**src/rtl/serial_conv_window_pkg.sv**
```systemverilog
`default_nettype none
// ============================================================================
// Module      : serial_conv_window_pkg
// Description : Shared state encoding, window geometry and stride tags for
//               the serial convolution window stage and its sequencer.
// Revision    : 1.0 - initial release
// ============================================================================
package serial_conv_window_pkg;

    // Window engine states
    typedef enum logic [1:0] {
        ST_IDLE  = 2'd0,
        ST_READ  = 2'd1,
        ST_DRAIN = 2'd2,
        ST_DONE  = 2'd3
    } state_t;

    // Feature-map row pitch in words
    localparam int IMG_W       = 4;
    // Offset between the sequencer's window tag and the window origin
    localparam int BASE_OFS    = 9;
    // 3x3 kernel
    localparam int KERNEL_TAPS = 9;

    // Window tags the sequencer walks through, one per stride
    localparam int         NUM_STRIDES = 4;
    localparam logic [7:0] STRIDE_ADDR [NUM_STRIDES] = '{8'd9, 8'd10, 8'd13, 8'd14};

    // Address offset of tap k (row-major in the 3x3 window) from the origin
    function automatic int tap_offset(input logic [3:0] k, input int img_w);
        int row;
        int col;
        if (k >= 4'd6) begin
            row = 2;
        end else if (k >= 4'd3) begin
            row = 1;
        end else begin
            row = 0;
        end
        col = int'(k) - 3 * row;
        return row * img_w + col;
    endfunction

endpackage
`default_nettype wire

```
**src/rtl/serial_conv_window_mac.sv**
```systemverilog
`default_nettype none
// ============================================================================
// Module      : serial_mac
// Description : Serial signed multiply-accumulate. Exposes the next
//               accumulator value so the caller can capture the sum in the
//               same edge that folds in the final product.
// Revision    : 1.0 - initial release
// ============================================================================
module serial_mac
#(
    parameter int DATA_W = 8,
    parameter int ACC_W  = 20
)
(
    input  logic              clk,
    input  logic              rst,
    input  logic              clear,
    input  logic              valid,
    input  logic [DATA_W-1:0] a,
    input  logic [DATA_W-1:0] b,
    output logic [ACC_W-1:0]  acc_next
);
    import serial_conv_window_pkg::*;

    logic signed [2*DATA_W-1:0] prod;
    logic        [ACC_W-1:0]    acc_q;
    logic        [ACC_W-1:0]    acc_d;

    // Next accumulator: clear wins over a pending product
    always_comb begin
        prod  = $signed(a) * $signed(b);
        acc_d = acc_q;
        if (clear) begin
            acc_d = '0;
        end else if (valid) begin
            acc_d = acc_q + {{(ACC_W-2*DATA_W){prod[2*DATA_W-1]}}, prod};
        end
    end

    assign acc_next = acc_d;

    // Accumulator register
    always_ff @(posedge clk or negedge rst) begin
        if (!rst) begin
            acc_q <= '0;
        end else begin
            acc_q <= acc_d;
        end
    end

endmodule
`default_nettype wire

```
**src/rtl/serial_conv_window.sv**
```systemverilog
`default_nettype none
// ============================================================================
// Module      : serial_conv_window
// Description : Reads one 3x3 feature window plus kernel weights from
//               synchronous memories, accumulates serially and pulses
//               is_done back to the stride sequencer.
// Revision    : 1.0 - initial release
// ============================================================================
module serial_conv_window
#(
    parameter int DATA_W   = 8,
    parameter int ACC_W    = 20,
    parameter int ADDR_W   = 8,
    parameter int IMG_W    = serial_conv_window_pkg::IMG_W,
    parameter int BASE_OFS = serial_conv_window_pkg::BASE_OFS
)
(
    input  logic              clk,
    input  logic              rst,
    input  logic              en,
    input  logic [ADDR_W-1:0] feature_baseaddr,
    output logic              feat_rd_en,
    output logic [ADDR_W-1:0] feat_addr,
    input  logic [DATA_W-1:0] feat_rdata,
    output logic              wgt_rd_en,
    output logic [ADDR_W-1:0] wgt_addr,
    input  logic [DATA_W-1:0] wgt_rdata,
    output logic [ACC_W-1:0]  result,
    output logic              result_valid,
    output logic              is_done
);
    import serial_conv_window_pkg::*;

    state_t            state_q,        state_d;
    logic [3:0]        k_q,            k_d;
    logic [ADDR_W-1:0] origin_q,       origin_d;
    logic [ADDR_W-1:0] last_tag_q,     last_tag_d;
    logic              tag_valid_q,    tag_valid_d;
    logic              en_q;
    logic              feat_rd_en_q,   feat_rd_en_d;
    logic              wgt_rd_en_q,    wgt_rd_en_d;
    logic [ADDR_W-1:0] feat_addr_q,    feat_addr_d;
    logic [ADDR_W-1:0] wgt_addr_q,     wgt_addr_d;
    logic              rvalid_q;
    logic [ACC_W-1:0]  result_q,       result_d;
    logic              result_valid_q, result_valid_d;
    logic              is_done_q,      is_done_d;

    logic              start;
    logic [3:0]        k_next;
    logic              mac_clear;
    logic              mac_valid;
    logic [ACC_W-1:0]  mac_acc_next;

    // A held en with an unchanged tag is the sequencer idling after its last
    // stride, not a new request
    assign start  = en && (!en_q || !tag_valid_q || (feature_baseaddr != last_tag_q));
    assign k_next = k_q + 4'd1;

    // Read data lags the strobe by one cycle; only in-window data counts
    assign mac_valid = rvalid_q && ((state_q == ST_READ) || (state_q == ST_DRAIN));

    // Next-state and registered-output decode
    always_comb begin
        state_d        = state_q;
        k_d            = k_q;
        origin_d       = origin_q;
        last_tag_d     = last_tag_q;
        tag_valid_d    = tag_valid_q;
        feat_rd_en_d   = 1'b0;
        wgt_rd_en_d    = 1'b0;
        feat_addr_d    = feat_addr_q;
        wgt_addr_d     = wgt_addr_q;
        result_d       = result_q;
        result_valid_d = 1'b0;
        is_done_d      = 1'b0;
        mac_clear      = 1'b0;

        case (state_q)
            ST_IDLE: begin
                if (start) begin
                    origin_d     = feature_baseaddr - ADDR_W'(BASE_OFS);
                    last_tag_d   = feature_baseaddr;
                    tag_valid_d  = 1'b1;
                    mac_clear    = 1'b1;
                    k_d          = 4'd0;
                    feat_addr_d  = origin_d;
                    wgt_addr_d   = '0;
                    feat_rd_en_d = 1'b1;
                    wgt_rd_en_d  = 1'b1;
                    state_d      = ST_READ;
                end
            end
            ST_READ: begin
                if (!en) begin
                    mac_clear   = 1'b1;
                    tag_valid_d = 1'b0;
                    state_d     = ST_IDLE;
                end else if (k_q == 4'(KERNEL_TAPS - 1)) begin
                    state_d = ST_DRAIN;
                end else begin
                    k_d          = k_next;
                    feat_addr_d  = origin_q + ADDR_W'(tap_offset(k_next, IMG_W));
                    wgt_addr_d   = ADDR_W'(k_next);
                    feat_rd_en_d = 1'b1;
                    wgt_rd_en_d  = 1'b1;
                end
            end
            ST_DRAIN: begin
                if (!en) begin
                    mac_clear   = 1'b1;
                    tag_valid_d = 1'b0;
                    state_d     = ST_IDLE;
                end else begin
                    // Capture includes the product being folded in this edge
                    result_d       = mac_acc_next;
                    result_valid_d = 1'b1;
                    is_done_d      = 1'b1;
                    state_d        = ST_DONE;
                end
            end
            ST_DONE: begin
                state_d = ST_IDLE;
            end
            default: begin
                state_d = ST_IDLE;
            end
        endcase
    end

    // State and output registers
    always_ff @(posedge clk or negedge rst) begin
        if (!rst) begin
            state_q        <= ST_IDLE;
            k_q            <= '0;
            origin_q       <= '0;
            last_tag_q     <= '0;
            tag_valid_q    <= 1'b0;
            en_q           <= 1'b0;
            feat_rd_en_q   <= 1'b0;
            wgt_rd_en_q    <= 1'b0;
            feat_addr_q    <= '0;
            wgt_addr_q     <= '0;
            rvalid_q       <= 1'b0;
            result_q       <= '0;
            result_valid_q <= 1'b0;
            is_done_q      <= 1'b0;
        end else begin
            state_q        <= state_d;
            k_q            <= k_d;
            origin_q       <= origin_d;
            last_tag_q     <= last_tag_d;
            tag_valid_q    <= tag_valid_d;
            en_q           <= en;
            feat_rd_en_q   <= feat_rd_en_d;
            wgt_rd_en_q    <= wgt_rd_en_d;
            feat_addr_q    <= feat_addr_d;
            wgt_addr_q     <= wgt_addr_d;
            rvalid_q       <= feat_rd_en_q;
            result_q       <= result_d;
            result_valid_q <= result_valid_d;
            is_done_q      <= is_done_d;
        end
    end

    serial_mac #(
        .DATA_W (DATA_W),
        .ACC_W  (ACC_W)
    ) u_mac (
        .clk      (clk),
        .rst      (rst),
        .clear    (mac_clear),
        .valid    (mac_valid),
        .a        (feat_rdata),
        .b        (wgt_rdata),
        .acc_next (mac_acc_next)
    );

    assign feat_rd_en   = feat_rd_en_q;
    assign wgt_rd_en    = wgt_rd_en_q;
    assign feat_addr    = feat_addr_q;
    assign wgt_addr     = wgt_addr_q;
    assign result       = result_q;
    assign result_valid = result_valid_q;
    assign is_done      = is_done_q;

endmodule
`default_nettype wire

```
**config.mk**
```make
export PLATFORM = sky130hd
export DESIGN_NAME = serial_conv_window
export DESIGN_NICKNAME = d
export VERILOG_FILES = /design/src/rtl/serial_conv_window_pkg.sv /design/src/rtl/serial_conv_window_mac.sv /design/src/rtl/serial_conv_window.sv
export SDC_FILE = /design/constraint.sdc
export NUM_CORES = 1
export LEC_CHECK = 0
export CORE_AREA = 3 3 135 137
export DETAILED_ROUTE_END_ITERATION = 8
export DIE_AREA = 0 0 138 140
export GPL_ROUTABILITY_DRIVEN = 0
export GPL_TIMING_DRIVEN = 0
export PLACE_DENSITY = 0.64
export SLEW_MARGIN = 20
export SYNTH_ARGS = -nofsm -noshare
export SYNTH_HDL_FRONTEND = slang
export SYNTH_SLANG_ARGS = --single-unit
```
**constraint.sdc**
```tcl
create_clock -name clk -period 8 [get_ports clk]
set_input_delay 1.6 -clock clk [delete_from_list [all_inputs] [get_ports clk]]
set_output_delay 1.6 -clock clk [all_outputs]
set_load 0.05 [all_outputs]
```
==> Word-level counts from Yosys, hierarchy flattened <==
Index checks and enable logic that the tools add are counted.
{ "totals": {"reg_bits": 83, "inputBits": 27, "out_inout_bits": 40, "word_cells": 84} }
{ "classes": {"add_sub_neg": 6, "mul": 2, "magnitude_cmp": 2, "eq_ne": 10, "n_mux": 35, "n_reduce_logical": 16} }
{ "ops": {"columns": ["op", "count"], "rows": [
  ["$mux W32", 3],
  ["$mux W8", 6],
  ["$mux W20", 2],
  ["$mul A3 B32 Y8 const A", 1],
  ["$pmux W8 S2", 2],
  ["$add A20 B20 Y20", 1],
  ["$add A8 B8 Y8", 2],
  ["$mul A8 B8 Y16", 1],
  ["$mux W4", 3],
  ["$mux W2", 5],
  ["$mux W1", 9],
  ["$ne A2 B2 Y1 const B", 4],
  ["$ne A8 B8 Y1", 1],
  ["$pmux W2 S4", 1],
  ["$pmux W4 S2", 1],
  ["$sub A5 B8 Y8", 1],
  ["$sub A8 B4 Y8 const B", 1],
  ["$pmux W1 S2", 3],
  ["$reduce_and A2 Y1", 3],
  ["$add A4 B1 Y4 const B", 1],
  ["$eq A2 B2 Y1 const B", 2],
  ["$eq A4 B4 Y1 const B", 1],
  ["$ge A4 B2 Y1 const B", 1],
  ["$ge A4 B3 Y1 const B", 1],
  ["10 further kinds", 15]
]} }

==> Longest topological paths before layout <==
Gate-level depths: netlist of run 1.
{ "depth": {"word_depth": 14, "depth_mapped": 27, "depth_no_buf": 26} }

==> Modules after synthesis <==
A second synthesis of run 1 with hierarchy kept.
{ "hier_totals": {"cells_unflattened": 792, "hier_area_um2": 7591.0} }
{ "modules_own_cells": {"columns": ["module", "n_inst", "cells_each", "area_per_inst_um2"], "rows": [
  ["serial_mac", 1, 488, 4312.9],
  ["serial_conv_window", 1, 304, 3278.1]
]} }

==> Worst setup path after synthesis of run 1 <==
Ideal clock, no wire load.
{ "synth_timing": {"path_kind": "input-to-reg", "from": "input feat_rdata[3]", "to": "register result_q[19] (netlist: result[19])", "t_arrival_ns": 6.873, "required_ns": 7.929, "setup_slack_ns": 1.056, "cell_stages": 26, "cell_sequence": "and2_1 -> fa_1 -> inv_1 -> fa_1 -> inv_1 -> fa_1 -> inv_1 -> fa_1 -> inv_1 -> ha_1 -> a21oi_1 -> o21bai_1 -> a21oi_1 -> o21ai_0 -> a21o_1 -> a21oi_1 -> xnor2_1 -> ha_1 -> clkbuf_1 -> o211ai_1 -> a21oi_1 -> nor4_1 -> a21oi_1 -> xor2_1 -> or3_1 -> nand4_1"} }
{ "synth_between": {"elab_chain_cells": 4} }
{ "synth_rtl": {"columns": ["element", "line", "text"], "rows": [
  ["start: declaration", "serial_conv_window.sv:24", "input logic [DATA_W-1:0] feat_rdata,"],
  ["$mul A8 B8 Y16", "serial_conv_window_mac.sv:31", "prod = $signed(a) * $signed(b);"],
  ["$add A20 B20 Y20", "serial_conv_window_mac.sv:36", "acc_d = acc_q + {{(ACC_W-2*DATA_W){prod[2*DATA_W-1]}}, prod};"],
  ["$mux W20", "serial_conv_window_mac.sv:35", "end else if (valid) begin"],
  ["$mux W20", "serial_conv_window_mac.sv:33", "if (clear) begin"],
  ["end signal: assignment", "serial_conv_window.sv:160", "result_q <= result_d;"],
  ["end: declaration", "serial_conv_window.sv:45", "logic [ACC_W-1:0] result_q, result_d;"]
]} }
No other way between the ends.
A chain may end at the register's enable or synchronous reset.

==> Worst setup path in the final report of run 1 <==
Ends and elaborated chain as after synthesis.

==> results.toml, run 1 <==
[outcome]
status = "complete, no violations"

[route]
wl_um = 15800
detail-route-antenna-nets = 0
drc_errors = 0
dr_total_vias = 5617
viasPerCell = 5.04
drtIter0Drc = 315
drt_pre_antenna_iters = 4
avgRoutedWirePerCell_um = 14.1

[critical_path]
critical_path.startpoint_type = "input pin"
cp_max_fo = 8
crit_required_ps = 8260
path_class = "in -> reg"
crit_arrival_ps = 7880
end_kind = "flop"

[final_layout]
antennaDiodeCount = 0
drive_above_1_share_pct = 5.28
final_util_pct = 50.4
areaGrowthSynthToFinish_pct = 17.4
nets = 1052

[global_route]
grt_max_degree = 41
grt_pass1_vias = 5464
grt_usage_pct = 16.7
grt-ovfl-total = 0
antenna_found_initial = 0
grt_pass1_wl_um = 27000

[sta]
setup_viol = 0
max_freq_mhz = 131
fin_hold_ws_ps = 427
setup_ws_ps = 385
fin_setup_tns_ps = 0
skew_ps = 7.16
rsz0062_at_grt = "false"
slew-limit-headroom_pct = 51.5
finalHoldViolCount = 0
finalCriticalPeriod_ps = 7610
post-route-period-util_pct = 95.2
drv_slew = 0
worst_slew_pin_slew_ps = 728

[cts]
cts_setup_buffers = 0
clock_path_buffers = 2
clock_latency_ps = 340
cts.htree.levels = 3
cts_root_buffer = "clkbuf_16"
cts_buffers = 9
path_clk_slew_ps = 60
cts_tree = "done"
cts_num_sinks = 75

[synthesis]
postSynthAreaPerCell_um2 = 9.09
synthCells = 811
synth_area_um2 = 7380
synth.distinct_cells = 54
synth_ff_type = "dfrtp_1"
synth_enable_flop_cells = 0
synth_seq_cells = 75
ys_async_sr_fraction_pct = 100
yosysSeqAreaShare_pct = 25.4
yosys_warnings = 0

[die]
die_x_um = 138
ios = 67
start_util_pct = 42.9
rows = 48
die_area_um2 = 19300
die_h_um = 140
coreArea_um2 = 17200

[job]
drv_cap = 0

[placed_design]
place_ws_ps = -131
io_buffer_count = 61
hpwl_um = 12600

[min_path]
hp-class = "reg -> reg"
cell type report:
class                   instances  area (um2)
clock inverters                 4        97.6
plain buffers                  24         114
flip-flops and latches         75        1880
multi-input cells             589        4940
inverters                     125         469
clock buffers                  11         253
repair buffers                 62         631
fillers                      1650        8520
well taps                     225         282
synthesized netlist by cell type (3+ instances only):
master	instances	area, um2
a211oi_1	9	67.6
a21o_1	11	82.6
a21oi_1	56	280
and2_1	48	300
buf_4	6	45.0
clkbuf_1	17	63.8
dfrtp_1	75	1880
fa_1	63	1260
ha_1	76	951
inv_1	124	465
mux2_2	13	146
mux2i_1	7	70.1
nand2_1	76	285
nand2b_1	6	37.5
nand3_1	8	40.0
nand4_1	4	25.0
nor2_1	48	180
nor2b_1	10	62.6
nor3_1	7	35.0
nor4_1	5	31.3
o211ai_1	8	60.1
o21a_1	4	30.0
o21ai_0	31	155
o21bai_1	3	22.5
o31ai_1	4	30.0
xnor2_1	38	333
xor2_1	17	149
routing by layer:
| metal | up-vias | GRT usage [%] | wire [um] |
|---|---|---|---|
| met3 | 7 | 2.32 | 470 |
| met2 | 69 | 26.4 | 7280 |
| met1 | 2749 | 24.8 | 7920 |
| met4 | 0 | 3.02 | 99 |
| li1 | 2792 | - | - |
| met5 | - | 0 | 0 |
registers in the layout, indices dropped and copies added (netlist names):
register	cells
last_tag_q	8
wgt_addr	4
u_mac.acc_q	20
feat_addr	8
tag_valid_q	1
result	20
en_q	1
origin_q	8
is_done	1
state_q	2
wgt_rd_en	1
rvalid_q	1
through the flow:
step | instance area (um2) | std cells
after floorplan | 7390 | 814
after global placement | 8280 | 1100
after detailed placement | 8300 | 1101
after CTS | 8650 | 1116
after global routing | 8660 | 1115
final | 8660 | 1115
worst max-delay path: stages:
cell	delay [ps]
clkdlybuf4s50_1	570
and2_1	260
fa_1	530
inv_1	50
fa_1	470
inv_1	60
fa_1	520
inv_1	50
fa_1	520
inv_1	40
ha_1	320
a21oi_1	220
o21bai_1	90
a21oi_1	250
o21ai_0	190
a21o_1	210
a21oi_1	160
xnor2_1	80
ha_1	410
o211ai_1	160
a21oi_1	220
nor4_1	70
a21oi_1	180
xor2_1	140
or3_1	370
nand4_1	110
cell families after synthesis:
family                   after synthesis  synth area share [%]
flip-flops                            75                  25.4
AND/OR/NAND/NOR                      222                  14.5
other                                  1                0.0508
adder cells (fa/ha/maj)              139                  30.0
AO/OA/AOI/OAI                        149                  12.6
XOR/XNOR                              55                  6.53
buffers and inverters                150                  7.96
multiplexers                          20                  2.93
worst paths after layout:
check,startpoint,endpoint,slack [ps],cells past startpoint
setup / recovery,feat_rdata[3],result[19],390,26
hold / removal,wgt_rd_en,rvalid_q,430,0
setup reg to reg,wgt_addr[0],feat_addr[7],3200,22
hold reg to reg,wgt_rd_en,rvalid_q,430,0
max in group asynchronous,rst,result[3],6190,2
min in group asynchronous,rst,feat_addr[6],1230,1
timing repair:
action | CTS | global route
gates resized for setup | 0 | 3
endpoints found under the setup margin | 0 | 7
hold buffers | 0 | 0
cells in the final DEF (no fill, tap or decap), types with 8 or more instances in the layout:
cell type,netlist,final
inv_1,124,124
nand2_1,76,76
ha_1,76,76
dfrtp_1,75,75
fa_1,63,63
clkdlybuf4s50_1,0,59
a21oi_1,56,56
and2_1,48,48
nor2_1,48,48
xnor2_1,38,37
o21ai_0,31,31
xor2_1,17,17
clkbuf_1,17,16
mux2_2,13,13
a21o_1,11,11
nor2b_1,10,10
clkbuf_16,0,9
nand3_1,8,8
o211ai_1,8,8
a211oi_1,9,8
Power of run 1 is not shown: default switching activity piles up to over one toggle a cycle in this logic, so the estimate is an artifact.
==> run 2, diff against run 1 <==
- CELL_PAD_IN_SITES_DETAIL_PLACEMENT: not set -> 1
- CELL_PAD_IN_SITES_GLOBAL_PLACEMENT: not set -> 1
- PLACE_DENSITY: 0.64 -> 0.79
==> run 2 against run 1 <==
Compared with the run above: setup slack got worse by 67 ps; via count rose by 3.6%; global-route usage rose by 2.8 points; worst hold slack improved by 3.7 ps; critical path depth fell by 3; clock skew rose by 3.3 ps; routed wire length rose by 15%; die area did not move; register-to-register slack got worse by 130 ps; utilization fell by 0.051 points.
==> results.toml, run 2 (synthesis results as in run 1) <==
[placed_design]
hpwl_um = 14700
io_buffer_count = 61
place_inst = 1101

[critical_path]
end_kind = "flop"
cp_max_fo = 8
path_cells = "clkdlybuf4s50_1 -> nand2b_1 -> fa_1 -> fa_1 -> inv_1 -> fa_1 -> inv_1 -> fa_1 -> inv_1 -> ha_1 -> a21oi_1 -> o21bai_1 -> a21oi_1 -> xnor2_1 -> ha_1 -> clkbuf_1 -> nand3_1 -> a211oi_1 -> or2_2 -> xor2_1 -> nand2_1 -> a21oi_1 -> mux2_2"
path_class = "in -> reg"
critical_path.most_common_cell = "fa_1"
crit_required_ps = 8270
crit_arrival_ps = 7950
cp_slowest_stage_delay_ps = 560
cpMaxStageDelayCell = "fa_1"
critical_path.startpoint_type = "input pin"

[die]
die_area_um2 = 19300
rows = 48
start_util_pct = 42.9
ios = 67
die_x_um = 138
die_h_um = 140
coreArea_um2 = 17200

[global_route]
grt_pass1_wl_um = 31400
antenna_found_initial = 0
grt_pass1_vias = 6328
grt_max_degree = 56
grt-ovfl-total = 0
grt_usage_pct = 19.5

[final_layout]
areaGrowthSynthToFinish_pct = 17.3
antennaDiodeCount = 0
layout_common_cells = "124 x inv_1, 76 x nand2_1, 75 x ha_1, 75 x dfrtp_1, 63 x fa_1"
seq_area_um2 = 1880
layoutNonFillerInstCount = 1115
fillCellCount = 2056
drive_above_1_share_pct = 5.51
nets = 1052
final_common_cell = "inv_1"
multi_input_area_um2 = 4950

[cts]
cts.htree.levels = 3
clock_latency_ps = 340
cts_buffers = 9
cts_num_sinks = 75
cts_root_buffer = "clkbuf_16"
cts_hold_buf = 0
cts_setup_buffers = 0
cts_tree = "done"
clock_path_buffers = 2
path_clk_slew_ps = 60

[route]
drtIter0Drc = 223
avgRoutedWirePerCell_um = 16.3
drt_pre_antenna_iters = 4
detail-route-antenna-nets = 0
wl_um = 18100
dr_total_vias = 5818
drc_errors = 0
viasPerCell = 5.22

[sta]
slew-limit-headroom_pct = 54.1
post-route-period-util_pct = 96.0
skew_ps = 10.5
drv_slew = 0
fin_setup_tns_ps = 0
finalCriticalPeriod_ps = 7680
max_freq_mhz = 130
setup_viol = 0
finalHoldViolCount = 0
worst_slew_pin_slew_ps = 688

[job]
drv_cap = 0

[min_path]
hp-class = "reg -> reg"

[outcome]
status = "complete, no violations"
-- run 2: cell types whose count changed in the layout (fill, tap and decap cells not counted), sizes merged --
cell,delta
bufinv,-1
dlymetal6s2s,+3
clkinv,+2
clkdlybuf4s50,-3
clkbuf,-1
-- run 2: path summary, 6_finish.rpt --
check,from,to,slack (ps),cells after the start
worst min-delay path,wgt_rd_en,rvalid_q,430,0
worst max register to register,wgt_addr[0],feat_addr[7],3070,22
min in group asynchronous,rst,result[4],1160,1
max in group asynchronous,rst,result[15],6250,2
worst min register to register,wgt_rd_en,rvalid_q,430,0
worst max-delay path,feat_rdata[0],result[11],320,23
-- run 2: layer usage --
metal  track usage (%)  part of all wire, %
met1              27.3                   48
met2              32.6                   48
met3              2.70                  2.7
met4              4.37                  1.5
met5                 0                    0
-- run 2: critical path, delay by kind of cell --
family          cells  cell delay, ps
fa+ha+maj           6            2720
mux                 1             220
simple gates        4             740
xor+xnor            2             290
compound gates      5            1410
buf+inv             5             970
-- run 2: per-stage QoR --
stage	instance area [um2]	util (%)	worst slack, ps	hold slack (ps)
global placement	8280	48.2	-190	431
floorplan	7390	-	1060	469
CTS	8630	50.2	31.0	437
detailed placement	8300	48.3	-335	424
finish	8650	50.4	318	430
global route	8650	50.4	-28.5	444
-- run 2: layout make-up --
type | count | area share, %
well taps | 225 | 3.25
repair buffers | 62 | 7.46
flip-flops and latches | 75 | 21.7
plain buffers | 24 | 1.32
multi-input cells | 589 | 57.2
clock buffers | 10 | 2.76
clock inverters | 5 | 0.897
inverters | 125 | 5.42
-- run 2: repair_timing --
action / 4_1_cts / 5_1_grt
pin swaps: 0 / 1
endpoints found under the setup margin: 1 / 10
cloned: 0 / 0
resized for setup: 1 / 8
Power of run 2 is left out for the same reason.
